File: config.mk
export PLATFORM = sky130hd
export DESIGN_NAME = mem_port_arbiter
export DESIGN_NICKNAME = d
export VERILOG_FILES = /design/src/rtl/mem_arb_pkg.sv /design/src/rtl/mem_arb_rr.sv /design/src/rtl/mem_port_arbiter.sv
export SDC_FILE = /design/constraint.sdc
export NUM_CORES = 1
export LEC_CHECK = 0
export CAP_MARGIN = 5
export CORE_ASPECT_RATIO = 0.5
export CORE_MARGIN = 2
export CORE_UTILIZATION = 35
export DETAILED_ROUTE_END_ITERATION = 16
export PLACE_DENSITY = 0.75
export SYNTH_ARGS = -nofsm -noshare
export SYNTH_HDL_FRONTEND = slang
export SYNTH_HIERARCHICAL = 1
export SYNTH_SLANG_ARGS = --single-unit
File: constraint.sdc
create_clock -name CLK -period 3.3 [get_ports CLK]
set_input_delay 0.495 -clock CLK [delete_from_list [all_inputs] [get_ports CLK]]
set_output_delay 0.495 -clock CLK [all_outputs]
set_load 0.02 [all_outputs]
File: src/rtl/mem_arb_pkg.sv
// Shared types and constants for the single-port memory arbiter.
package mem_arb_pkg;

  typedef enum logic [1:0] {IDLE, ISSUE, WAIT, RESP} arb_state_e;
  typedef enum logic [1:0] {REQ_FETCH, REQ_RD, REQ_WR} req_id_e;

  localparam int MEM_LAT_MAX = 4;
  localparam int LAT_CNT_W   = $clog2(MEM_LAT_MAX + 1);

endpackage

File: src/rtl/mem_arb_rr.sv
// Two-way round-robin picker between the FETCH class (bit 0) and the DATA class (bit 1).
module mem_arb_rr
  import mem_arb_pkg::*;
(
  input  logic       clk,
  input  logic       srst,
  input  logic [1:0] i_req,
  input  logic       i_update,
  output logic [1:0] o_gnt
);

  // 1 = DATA was granted last; resetting to DATA lets FETCH win first.
  logic r_last;

  always_ff @(posedge clk) begin
    if (srst) begin
      r_last <= 1'b1;
    end else if (i_update) begin
      r_last <= o_gnt[1];
    end
  end

  always_comb begin
    o_gnt = 2'b00;
    case (i_req)
      2'b01:   o_gnt = 2'b01;
      2'b10:   o_gnt = 2'b10;
      2'b11:   o_gnt = r_last ? 2'b01 : 2'b10;
      default: o_gnt = 2'b00;
    endcase
  end

endmodule

File: src/rtl/mem_port_arbiter.sv
// Shares one single-port memory between fetch, load and store requesters,
// one transaction at a time, routing each response back to its issuer.
module mem_port_arbiter
  import mem_arb_pkg::*;
#(
  parameter int ADDR_W  = 32,
  parameter int DATA_W  = 32,
  parameter int MEM_LAT = 1
)
(
  input  logic              CLK,
  input  logic              RESET,
  input  logic              fetch_req_valid,
  output logic              fetch_req_ready,
  input  logic [ADDR_W-1:0] fetch_req_addr,
  output logic              fetch_rsp_valid,
  output logic [DATA_W-1:0] fetch_rsp_data,
  input  logic              rd_req_valid,
  output logic              rd_req_ready,
  input  logic [ADDR_W-1:0] rd_req_addr,
  output logic              rd_rsp_valid,
  output logic [DATA_W-1:0] rd_rsp_data,
  input  logic              wr_req_valid,
  output logic              wr_req_ready,
  input  logic [ADDR_W-1:0] wr_req_addr,
  input  logic [DATA_W-1:0] wr_req_data,
  output logic              wr_rsp_valid,
  output logic              mem_en,
  output logic              mem_we,
  output logic [ADDR_W-1:0] mem_addr,
  output logic [DATA_W-1:0] mem_wdata,
  input  logic [DATA_W-1:0] mem_rdata
);

  arb_state_e           r_state;
  req_id_e              r_id;
  logic [LAT_CNT_W-1:0] r_cnt;
  logic                 r_mem_en;
  logic                 r_mem_we;
  logic [ADDR_W-1:0]    r_mem_addr;
  logic [DATA_W-1:0]    r_mem_wdata;
  logic                 r_fetch_rsp_valid;
  logic                 r_rd_rsp_valid;
  logic                 r_wr_rsp_valid;
  logic [DATA_W-1:0]    r_fetch_rsp_data;
  logic [DATA_W-1:0]    r_rd_rsp_data;

  logic                 w_idle;
  logic [1:0]           w_gnt;
  logic                 w_accept;
  req_id_e              w_sel_id;
  logic [ADDR_W-1:0]    w_sel_addr;

  // Ready is withheld while RESET is high so no handshake completes that reset discards.
  assign w_idle = (r_state == IDLE) && !RESET;

  mem_arb_rr u_rr (
    .clk      (CLK),
    .srst     (RESET),
    .i_req    ({rd_req_valid | wr_req_valid, fetch_req_valid}),
    .i_update (w_accept),
    .o_gnt    (w_gnt)
  );

  assign fetch_req_ready = w_idle && w_gnt[0];
  assign wr_req_ready    = w_idle && w_gnt[1] && wr_req_valid;
  assign rd_req_ready    = w_idle && w_gnt[1] && !wr_req_valid;
  assign w_accept        = fetch_req_ready || rd_req_ready || wr_req_ready;

  always_comb begin
    w_sel_id   = REQ_FETCH;
    w_sel_addr = fetch_req_addr;
    if (wr_req_ready) begin
      w_sel_id   = REQ_WR;
      w_sel_addr = wr_req_addr;
    end else if (rd_req_ready) begin
      w_sel_id   = REQ_RD;
      w_sel_addr = rd_req_addr;
    end
  end

  always_ff @(posedge CLK) begin
    if (RESET) begin
      r_state           <= IDLE;
      r_id              <= REQ_FETCH;
      r_cnt             <= '0;
      r_mem_en          <= 1'b0;
      r_mem_we          <= 1'b0;
      r_mem_addr        <= '0;
      r_mem_wdata       <= '0;
      r_fetch_rsp_valid <= 1'b0;
      r_rd_rsp_valid    <= 1'b0;
      r_wr_rsp_valid    <= 1'b0;
      r_fetch_rsp_data  <= '0;
      r_rd_rsp_data     <= '0;
    end else begin
      r_mem_en          <= 1'b0;
      r_mem_we          <= 1'b0;
      r_fetch_rsp_valid <= 1'b0;
      r_rd_rsp_valid    <= 1'b0;
      r_wr_rsp_valid    <= 1'b0;
      case (r_state)
        IDLE: begin
          if (w_accept) begin
            r_state     <= ISSUE;
            r_id        <= w_sel_id;
            r_mem_en    <= 1'b1;
            r_mem_we    <= wr_req_ready;
            r_mem_addr  <= w_sel_addr;
            r_mem_wdata <= wr_req_data;
          end
        end
        ISSUE: begin
          r_state <= WAIT;
          r_cnt   <= LAT_CNT_W'(MEM_LAT);
        end
        WAIT: begin
          // The last WAIT cycle is the one in which mem_rdata is valid.
          if (r_cnt == LAT_CNT_W'(1)) begin
            r_state <= RESP;
            if (r_id == REQ_FETCH) begin
              r_fetch_rsp_valid <= 1'b1;
              r_fetch_rsp_data  <= mem_rdata;
            end else if (r_id == REQ_RD) begin
              r_rd_rsp_valid <= 1'b1;
              r_rd_rsp_data  <= mem_rdata;
            end else begin
              r_wr_rsp_valid <= 1'b1;
            end
          end else begin
            r_cnt <= r_cnt - LAT_CNT_W'(1);
          end
        end
        RESP: begin
          r_state <= IDLE;
        end
        default: begin
          r_state <= IDLE;
        end
      endcase
    end
  end

  assign mem_en          = r_mem_en;
  assign mem_we          = r_mem_we;
  assign mem_addr        = r_mem_addr;
  assign mem_wdata       = r_mem_wdata;
  assign fetch_rsp_valid = r_fetch_rsp_valid;
  assign fetch_rsp_data  = r_fetch_rsp_data;
  assign rd_rsp_valid    = r_rd_rsp_valid;
  assign rd_rsp_data     = r_rd_rsp_data;
  assign wr_rsp_valid    = r_wr_rsp_valid;

endmodule

==> implementation parameters <==
Parameter                              Value

Die
  Die boundary height    98.7 um
  Standard cell core area    0.0174 mm^2
  Starting density of the core    36.0%
  Floorplan die area    0.0191 mm^2
  Die outline width    193 um
  # IOs    301
  Rows    34

Worst setup path
  Source of the critical timing path    r_state[0]$_SDFFE_PP0P_
  Slowest stage cell on the critical path    clkdlybuf4s50_1
  Kind of capture point of the worst setup path    output pin
  Cells along the critical path    inv_1, ha_1, nor2b_4, and3_1, clkdlybuf4s50_1
  Crit Reg-Reg Startpoint    r_state[0]$_SDFFE_PP0P_
  Worst-path fanout max    7
  Critical path class    reg2out
  Worst Path Buf+Inv    2
  Category of cells accounting for the largest share of critical-path delay    buffers and inverters
  Required time at the worst-slack endpoint    2.80 ns
  CP arrival    2.24 ns
  Critical Path Source Type    flop
  Longest individual stage delay on the worst path    0.63 ns

Power and ir drop
  Switching fraction of total power    31.5%
  Leakage component of the power    3.95 nW
  Maximum vdd ir drop    0.410 mV
  Clk pwr share    34.0%
  Overall power of the completed layout    6.15 mW
  Pwr per Cell Area    613 mW/mm^2
  Sequential cell fraction of total power    34.6%
  Switching power summed over all nets    1.94 mW
  Internal power contribution    4.22 mW
  Part of the power in combinational logic    31.5%

Synth
  Fraction of registers with async set or reset after synthesis    0%
  Main synth FF type    dfxtp_1
  Post-Syn Nets    811
  Yosys top cell area share    45.0%
  Avg Inst Size Synth    9.80 um^2
  Biggest area contributors in the synthesized netlist    dfxtp_1, mux2i_1, a21oi_1
  Post-synthesis cell type count    38
  Post-synth EDFFs    0
  Number of register bits inferred by synthesis    141
  Synth warnings    6
  Post-synth top area cell    dfxtp_1
  Cell area after synthesis    0.00627 mm^2
  Synthesized instance count    640
  Share of synthesized area occupied by flip-flops and latches    45.0%

Worst hold path
  Startpoint of the worst hold path    fetch_rsp_data[30]$_SDFFE_PP0P_
  Path category of the worst min-delay check    reg2reg

Routing
  Routed WL    19.1 mm
  DRT Pass-1 Iters    5
  Ratio of routed vias to standard cells    4.96
  Post-detailed-route wirelength per cell    16.5 um
  Antenna violation net count after detailed routing    0
  Iteration-0 DRC count of the detailed router    274
  Detailed-route via count    5753
  DR DRC count    0

Outcome
  Outcome    finished clean

STA
  Setup repair after global routing missed its margin    false
  Worst Tran Pin Value    0.756 ns
  Final clock period utilization by the worst path    82.8%
  Max-slew headroom    49.6%
  Highest Clock Rate    0.366 GHz
  Min cycle time layout    2.73 ns
  Hold_ws    0.473 ns
  Final setup violation count    0
  Max Transition Viols Final    0
  Final hold viol count    0
  Setup slack after layout    0.567 ns
  Post-route clock skew    0.0112 ns
  Post-route setup TNS    0 ns

Global route
  First-pass GRT wire length    30.8 mm
  Sum of overflow across all layers after global routing    0
  Largest net degree at the start of global routing    83
  Number of antenna violations at the first check in global routing    0
  Overall track demand over capacity in global routing    19.9%
  Number of global-route vias before repair    5955

Layout
  Area of the multi-input gates    0.00316 mm^2
  FF/Latch Area    0.00282 mm^2
  Final nets    1083
  Final-layout fill cell count    1500
  Fraction of final layout cells sized beyond drive strength 1    10.3%
  Final core utilization    57.6%
  Relative area change from synthesis to final layout    60.2%
  Antenna diode count    0

Clock tree
  # resized after CTS    0
  Count of clock tree sinks    141
  Clock H-tree levels    4
  Total setup buffers inserted after CTS    0
  Register clock-pin slew on the reported worst setup and hold paths    0.06 ns
  Clock Latency Late Sink    0.41 ns
  Inserted Clock Buffers    17
  Clock Path Buffers    2
  CTS tree    built
  Master cell of the clock root buffer    clkbuf_16
  Quantity of hold-fixing buffers added after cts    0

Placed design
  Port bufs    300
  Half-perimeter wire length after placement    13.5 mm
  Post-Place Setup Slack    0.566 ns
  Placer Congestion    0.829

Job
  Max capacitance violation total    0
## final timing paths
check / endpoint / slack (ns) / cells after the start
setup / recovery: wr_req_ready / 0.57 / 5
hold / removal: fetch_rsp_data[30]$_SDFFE_PP0P_ / 0.47 / 2
setup reg to reg: rd_rsp_data[13]$_SDFFE_PP0P_ / 1.16 / 6
hold reg to reg: fetch_rsp_data[30]$_SDFFE_PP0P_ / 0.47 / 2
## worst register-to-register path, stage by stage, from the launching register on
cell      delay [ns]
dfxtp_1         0.32
inv_1           0.12
ha_1            0.37
nand3b_4        0.16
or3b_2          0.49
buf_4           0.32
mux2i_1         0.23
## registers in the layout, summed over array words and instances (netlist names)
| register | cells |
|---|---|
| u_rr/r_last | 1 |
| mem_addr | 32 |
| mem_en | 1 |
| rd_rsp_data | 32 |
| rd_rsp_valid | 1 |
| r_state | 2 |
| r_id | 2 |
| fetch_rsp_valid | 1 |
| wr_rsp_valid | 1 |
| r_cnt | 3 |
| mem_we | 1 |
| mem_wdata | 32 |
| fetch_rsp_data | 32 |
## cell families (layout without fill, tap and decap cells)
group,count (synthesis),after routing,synth area share [%]
DFF,141,141,45.0
adders and majority gates,6,6,1.20
buffers and inverters,66,351,5.33
muxes,98,98,15.6
AOI/OAI and AO/OA,175,175,16.5
and+or+nand+nor,154,154,16.3
## final cells by class
| type | count | share of cell area (%) |
|---|---|---|
| clock buffer | 18 | 4.37 |
| clock inverter | 14 | 2.02 |
| inverter | 6 | 0.224 |
| multi-input combinational | 433 | 31.5 |
| sequential | 141 | 28.1 |
| tap | 234 | 2.91 |
| timing repair buffer | 313 | 30.9 |
## cell usage in the layout, fill, tap and decap left out, types with 2 or more instances in the layout
cell             netlist  routed
nor2_1                 7       6
nand2b_1              62      62
and3_1                 3       3
mux2i_1               98      98
nand3_1               33      33
dfxtp_1              141     141
o21ai_0               33      33
or2b_2                38      38
clkdlybuf4s50_1        0     298
clkinv_4               0       2
clkbuf_16              0      17
ha_1                   6       6
inv_1                  6       6
o21a_1                 2       2
a22o_1                32      32
buf_4                  0      13
a21boi_4               0       2
bufinv_16              0       4
a211oi_1               2       2
inv_6                  0       6
a21oi_1               97      97
## routing by layer
layer	global-route usage [%]	wire length (um)	up-vias
met3	4.76	1080	28
met2	34.8	9440	184
met4	7.05	416	0
met5	0	0	-
met1	24.1	8200	2750
li1	-	-	2791
## cells in the mapped netlist (2+ instances only)
cell type    n
buf_2       18
a21oi_1     97
or2b_2      38
clkbuf_1    35
buf_1        2
mux2i_1     98
o21ai_0     33
o21a_1       2
inv_1        6
dfxtp_1    141
a22o_1      32
nand2b_1    62
and3_1       3
nand3_1     33
nor2_1       7
a211oi_1     2
buf_6        2
nor2b_1      2
buf_12       3
ha_1         6
## power groups by stage
stage | logic [mW] | clock network (mW) | registers, mW
after floorplan | 0.753 | 0 | 2.44
after global placement | 1.90 | 0 | 2.15
after detailed placement | 1.94 | 0 | 2.16
after CTS | 1.95 | 2.14 | 2.13
after global routing | 2.08 | 2.22 | 2.16
final | 1.94 | 2.09 | 2.13
## stage by stage
step	cell area (um^2)	std cells
after floorplan	6270	640
after global placement	9400	1127
final	10000	1159
after global routing	10000	1159
after detailed placement	9400	1127
after CTS	10000	1159
No activity file was read; power rests on OpenSTA's default activity.
